`src/rtl/mem_lsu.sv`:
```
// Load/store unit between a request/response handshake and a single-port RAM
// with a combinational read. Byte and half stores are read-modify-write.
module mem_lsu #(
    parameter int RAM_SZ = 8192
) (
    input  logic        clk,
    input  logic        rst,
    input  logic        req_valid,
    output logic        req_ready,
    input  logic        req_we,
    input  logic [1:0]  req_size,
    input  logic        req_unsigned,
    input  logic [31:0] req_addr,
    input  logic [31:0] req_wdata,
    output logic        rsp_valid,
    input  logic        rsp_ready,
    output logic [31:0] rsp_rdata,
    output logic        rsp_fault,
    output logic        ram_w_en,
    output logic [31:0] ram_addr,
    output logic [31:0] ram_wdata,
    input  logic [31:0] ram_rdata
);

    typedef enum logic [1:0] {IDLE, READ, WRITE, RESP} state_t;

    // Highest address where a full 4-byte window still fits in the RAM.
    localparam logic [31:0] MAX_ADDR = 32'(RAM_SZ - 4);

    state_t      state;
    state_t      state_next;
    logic [31:0] addr_q;
    logic [31:0] wdata_q;
    logic [31:0] word_q;
    logic [1:0]  size_q;
    logic        we_q;
    logic        unsigned_q;
    logic        fault_q;
    logic        accept;
    logic        req_fault;
    logic [31:0] load_data;
    logic [31:0] merge_data;

    assign accept    = req_valid && req_ready;
    assign req_fault = (req_size == 2'd3) || (req_addr > MAX_ADDR);

    always_ff @(posedge clk) begin
        if (rst) begin
            state      <= IDLE;
            addr_q     <= '0;
            wdata_q    <= '0;
            word_q     <= '0;
            size_q     <= '0;
            we_q       <= 1'b0;
            unsigned_q <= 1'b0;
            fault_q    <= 1'b0;
        end else begin
            state <= state_next;
            if (accept) begin
                addr_q     <= req_addr;
                wdata_q    <= req_wdata;
                size_q     <= req_size;
                we_q       <= req_we;
                unsigned_q <= req_unsigned;
                fault_q    <= req_fault;
            end
            if (state == READ) begin
                word_q <= ram_rdata;
            end
        end
    end

    always_comb begin
        load_data = word_q;
        case (size_q)
            2'd0:    load_data = unsigned_q ? {24'h0, word_q[7:0]}
                                            : {{24{word_q[7]}}, word_q[7:0]};
            2'd1:    load_data = unsigned_q ? {16'h0, word_q[15:0]}
                                            : {{16{word_q[15]}}, word_q[15:0]};
            default: load_data = word_q;
        endcase
    end

    // Sub-word stores keep the upper bytes of the word fetched in READ.
    always_comb begin
        merge_data = wdata_q;
        case (size_q)
            2'd0:    merge_data = {word_q[31:8], wdata_q[7:0]};
            2'd1:    merge_data = {word_q[31:16], wdata_q[15:0]};
            default: merge_data = wdata_q;
        endcase
    end

    always_comb begin
        state_next = state;
        req_ready  = 1'b0;
        rsp_valid  = 1'b0;
        rsp_rdata  = '0;
        rsp_fault  = 1'b0;
        ram_w_en   = 1'b0;
        ram_addr   = '0;
        ram_wdata  = '0;
        case (state)
            IDLE: begin
                req_ready = 1'b1;
                if (req_valid) begin
                    if (req_fault) begin
                        state_next = RESP;
                    end else if (req_we && req_size == 2'd2) begin
                        state_next = WRITE;
                    end else begin
                        state_next = READ;
                    end
                end
            end
            READ: begin
                ram_addr   = addr_q;
                state_next = we_q ? WRITE : RESP;
            end
            WRITE: begin
                ram_w_en   = 1'b1;
                ram_addr   = addr_q;
                ram_wdata  = merge_data;
                state_next = RESP;
            end
            RESP: begin
                rsp_valid = 1'b1;
                rsp_fault = fault_q;
                rsp_rdata = (we_q || fault_q) ? 32'h0 : load_data;
                if (rsp_ready) begin
                    state_next = IDLE;
                end
            end
            default: state_next = IDLE;
        endcase
    end

endmodule
```
`config.mk`:
```
export PLATFORM = sky130hd
export DESIGN_NAME = mem_lsu
export DESIGN_NICKNAME = d
export VERILOG_FILES = /design/src/rtl/mem_lsu.sv
export SDC_FILE = /design/constraint.sdc
export NUM_CORES = 1
export LEC_CHECK = 0
export CELL_PAD_IN_SITES_DETAIL_PLACEMENT = 0
export CELL_PAD_IN_SITES_GLOBAL_PLACEMENT = 2
export CORE_MARGIN = 3
export CORE_UTILIZATION = 23
export DETAILED_ROUTE_END_ITERATION = 10
export HOLD_SLACK_MARGIN = 0.1
export PLACE_DENSITY_LB_ADDON = 0.2
export SLEW_MARGIN = 20
export SYNTH_ARGS = -nofsm -noshare
export SYNTH_HDL_FRONTEND = slang
export SYNTH_SLANG_ARGS = --single-unit
```
`constraint.sdc`:
```
create_clock -name clk -period 1.75 [get_ports clk]
set_input_delay 0.175 -clock clk [delete_from_list [all_inputs] [get_ports clk]]
set_output_delay 0.175 -clock clk [all_outputs]
set_load 0.05 [all_outputs]
```
; Yosys cells after proc, flatten, opt, wreduce, memory -nomap -nowiden
; Index checks and enable logic that the tools add are counted.
[word_totals]
reg_bits = 103
latch_bits = 0
ramBits = 0
romBits = 0
inputBits = 104
out_inout_bits = 100
word_cells = 43
memories = 0
[op_classes]
add_sub_neg = 0
mul = 0
n_div = 0
order_cmp = 1
eq_ne = 8
shift = 0
mux = 18
bitwise_logic = 0
n_reduce_logical = 8
[ops]
columns = operator, n
row1 = 2-to-1 mux 32 bit, 6
row2 = one-hot mux 32 bit (2 select lines), 2
row3 = "greater-than comparator 32 x 13 -> 1 bit, second input constant", 1
row4 = "== test 2 bit, second input constant", 4
row5 = 2-to-1 mux 2 bit, 4
row6 = one-hot mux 2 bit (4 select lines), 1
row7 = 2-to-1 mux 1 bit, 5
row8 = "== test 2 x 1 -> 1 bit, second input constant", 2
row9 = logical NOT 2 bit, 2
row10 = "inequality test 2 bit, second input constant", 2
row11 = logical AND 1 bit, 2
row12 = logical OR 1 bit, 2
row13 = AND reduction 2 bit, 1
row14 = OR reduction 2 bit, 1

; Logic depth before layout (Yosys ltp)
[logic_depth]
ltp_word = 6
mapped_depth = 8
mapped_depth_nobuf = 6

; Least setup slack after synthesis
; No wires, ideal clock.
[synth_timing]
path_kind = register -> output
startpoint = reg state[0]
endpoint = out rsp_rdata[21]
t_arrival_ps = 2377
required_ps = 1575
setup_slack_ps = -802
path_stages_with_launch = 7
n_path_buf = 2
path_cell_list = dfxtp_1 > ha_1 > clkbuf_2 > nand2_2 > o21bai_4 > buf_2 > a21oi_1
[synth_between]
elab_chain_cells = 2
[synth_rtl]
columns = element, line_no
row1 = start: declaration, 30  ; state_t state;
row2 = start signal: assignment, 58  ; state <= state_next;
row3 = == test 2 bit, 103  ; case (state)
row4 = 2-to-1 mux 32 bit, 103
row5 = end: declaration, 17  ; output logic [31:0] rsp_rdata,
; Every way passes these cells.

; Worst setup path in the final report
[layout_timing]
startpoint = reg state[1]
endpoint = out ram_addr[0]
[layout_between]
elab_chain_cells = 3
word_cells_on_any_way = 4
classes_between = eq/ne: 2 / mux: 1 / reduce/logical: 1
[layout_rtl]
columns = element, line_no
row1 = == test 2 x 1 -> 1 bit / == test 2 bit (equally long branches), 103
row2 = OR reduction 2 bit (no line) *, --
row3 = 2-to-1 mux 32 bit *, 103
row4 = end: declaration, 20  ; output logic [31:0] ram_addr,
; Every way passes the cells marked *; elsewhere a longest branch is shown, timed or not.

==> flow_summary.ini <==
[run_status]
status = finished, violations left
failed_checks = negative setup slack

[worst_setup_path]
worstSetupEndpointType = output pin
cpMostUsedCell = buf_12
crit_arrival_ns = 1.65
critical_path.slowest_cell = dfxtp_4
critPathRequiredTime_ns = 1.57
flop_to_flop_setup_slack_ns = 0.14
crit_path_cell_trace = buf_6 -> inv_4 -> ha_4 -> buf_12 -> and2_4 -> buf_12
crit-reg2reg-capture = fault_q
crit_end = ram_addr[0]
worst_r2r_path_depth = 6
setup.worst_path.start = state[1]
cpPeakStageDelay_ns = 0.37
worst-setup-path-type = flop to output pin
regToRegStartpoint = state[0]
cp_max_fo = 18
startpoint_type = flop

[final_layout]
flow.area_growth_from_synthesis_pct = 90.4
number_of_standard_cells_in_the_final_layout_excluding_fillers = 1096
fraction_of_final_layout_cells_with_drive_strength_greater_than_1_pct = 31.6
antennaDiodeCount = 0
most_common_cell_after_layout_fill_and_taps_aside = nand2_1
design.final.nets = 929
layout.filler_cells = 1959
commonest_non_fill_non_tap_cells_in_the_layout = nand2_1 (162), clkdlybuf4s50_1 (102), dfxtp_1 (97)

[clock_tree]
cts.root.buffer_cell = clkbuf_16
register_clock_pin_slew_on_the_reported_worst_setup_and_hold_paths_ns = 0.07
cts_made_buffers = 9
cts_tree = yes
cts_max_path_buffers = 2
cts_hold_buf = 0
worst_skew_pair.late_latency_ns = 0.35
cts.sink_count = 103
cts-htree-levels = 3

[worst_hold_path]
hp-class = input pin to flop

[logic_synthesis]
postSynthRegisterBits = 103
netlist_instances = 616
yosys_warnings = 0
synth.net_count = 724
synth.lib_cells_used.distinct = 34
synth.cell_area_um2 = 4800
postSynthAreaPerCell_um2 = 7.79
synth.yosys.seq_area_share_pct = 43.0

[die]
floorplan.rows = 52
floorplan.initialDensity_pct = 23.6
die_y_um = 150
die_area_um2 = 22600
chipWidth_um = 150
core-area_um2 = 20400
io_pins = 204

[timing]
layout_min_cycle_time_ns = 1.82
timing.final.max_slew_violations = 0
final.period_utilization_pct = 104
timing.final.setup_violations = 76
worst_tran_pin_value_ns = 0.554
final_hold_viol_count = 0
hold_ws_ns = 0.299
fin_worst_skew_ns = 0.0111
max_slew_margin_pct = 63.1
maxClockFrequency_ghz = 0.549
setup_repair_after_global_routing_missed_its_margin = true
final_critical_path_setup_slack_ns = -0.0712

[pwr]
power_density_nw_per_um2 = 1240
vdd_drop_max_mv = 0.600
leakagePower_uw = 0.00331

[route]
postRouteAntennaNets = 0
detailedRoute.firstIterationViolations = 161
route.detailed.vias_per_inst = 4.39
first_pass_iters = 4
detail_route.wl_per_cell_um = 16.1
dr_total_vias = 4813
totalWireLength_um = 17700
remaining_drc_errors = 0

[global_route]
grtUsageMet1_pct = 20.1
grt_start_max_net_pins = 49
grt.met2_usage_pct = 25.9
globalRoute.totalOverflow = 0
via_count_of_the_first_global_routing_pass = 5024
grt_most_used_layer = met2
globalRouteMet3Util_pct = 4.43
groute.usage.overall_pct = 15.7
antenna_found_initial = 0
grt_first_pass_wirelength_um = 28000

[place]
numPortBuffers = 203
routability_congestion_estimate_from_global_placement = 0.797
place_ws_ns = -0.0507
dpl.hpwl_um = 12900
placed_cells_incl_taps = 1068

[run]
cap_violations = 0
worst max-delay path: cells and delay by family (launching register included):
| kind | cells | cell delay (ns) |
|---|---|---|
| adder cells (fa/ha/maj) | 1 | 0.32 |
| buffers and inverters | 4 | 0.44 |
| flip-flops | 1 | 0.37 |
| AND/OR/NAND/NOR | 1 | 0.16 |
metal layers:
layer | vias up | share of wire, %
met3 | 14 | 7.2
met1 | 2256 | 43
met5 | - | 0
met2 | 139 | 48
li1 | 2404 | -
met4 | 0 | 1.3
where the power goes:
part / total [uW] / switching [uW] / internal (uW)
sequential: 3150 / 317 / 2840
combinational: 6050 / 3220 / 2830
clock: 2130 / 927 / 1200
state kept, by name, summed over array words and instances, names as in the netlist:
name and flops:
state 2, wdata_q 32, unsigned_q 1, size_q 2, fault_q 1, addr_q 32
we_q 1, word_q 32
cells by family after synthesis:
kind of cell	share of synthesized area, %
AO/OA/AOI/OAI	12.4
adder cells (fa/ha/maj)	1.04
buffers and inverters	5.81
flip-flops	43.0
multiplexers	10.2
AND/OR/NAND/NOR	27.6
cell type report:
cell class	count	area [um2]	area share, %
Clock inverter	5	63.8	0.698
Inverter	19	73.8	0.808
Clock buffer	11	253	2.77
Multi-Input combinational cell	451	2990	32.8
Timing Repair Buffer	237	3340	36.5
Tap cell	270	338	3.70
Sequential cell	103	2080	22.7
how the worst min path moves through the flow:
stage | to | cells after the start | slack (ns) | startpoint
final | addr_q[16] | 2 | 0.30 | rst
after floorplan | addr_q[0] | 2 | 0.31 | req_addr[0]
after global routing | word_q[3] | 2 | 0.31 | rst
after CTS | word_q[9] | 2 | 0.30 | rst
after detailed placement | addr_q[4] | 2 | 0.44 | addr_q[4]
after global placement | addr_q[4] | 2 | 0.44 | addr_q[4]
synthesized netlist by cell type (all sizes together):
cell type / count / area (um2)
nand2: 164 / 618
dfxtp: 103 / 2060
a21oi: 96 / 480
mux2i: 49 / 490
and2: 42 / 263
nor2: 39 / 156
buf: 26 / 139
inv: 19 / 71.3
clkbuf: 18 / 68.8
nor2b: 17 / 106
a21boi: 8 / 60.1
and3: 8 / 50.1
nor4: 5 / 37.5
ha: 4 / 50.1
nand4: 3 / 18.8
nor3: 3 / 15.0
a211oi: 2 / 27.5
nand2b: 2 / 12.5
or3: 2 / 12.5
a2111oi: 1 / 8.76
nand3: 1 / 5.00
nand3b: 1 / 11.3
o21bai: 1 / 18.8
or2: 1 / 6.26
or4: 1 / 11.3
through the flow:
| step | utilization [%] | power [uW] | setup TNS, ns | cell area (um2) |
|---|---|---|---|---|
| 3_3_place_gp | 40.5 | 8480 | -0.123 | 8250 |
| 3_5_place_dp | 40.5 | 8540 | -0.186 | 8250 |
| 5_1_grt | 44.9 | 12100 | -9.70 | 9140 |
| 6_report | 44.9 | 11300 | -2.56 | 9140 |
| 4_1_cts | 44.1 | 11400 | -5.57 | 8980 |
| 2_1_floorplan | - | 6200 | -0.657 | 5060 |
timing repair:
action	4_1_cts	5_1_grt
buffers inserted	7	1
setup endpoints to repair	80	94
gates cloned	3	1
gates resized for setup	82	26
pin swaps	6	6
(Power assumes the default switching activity.)
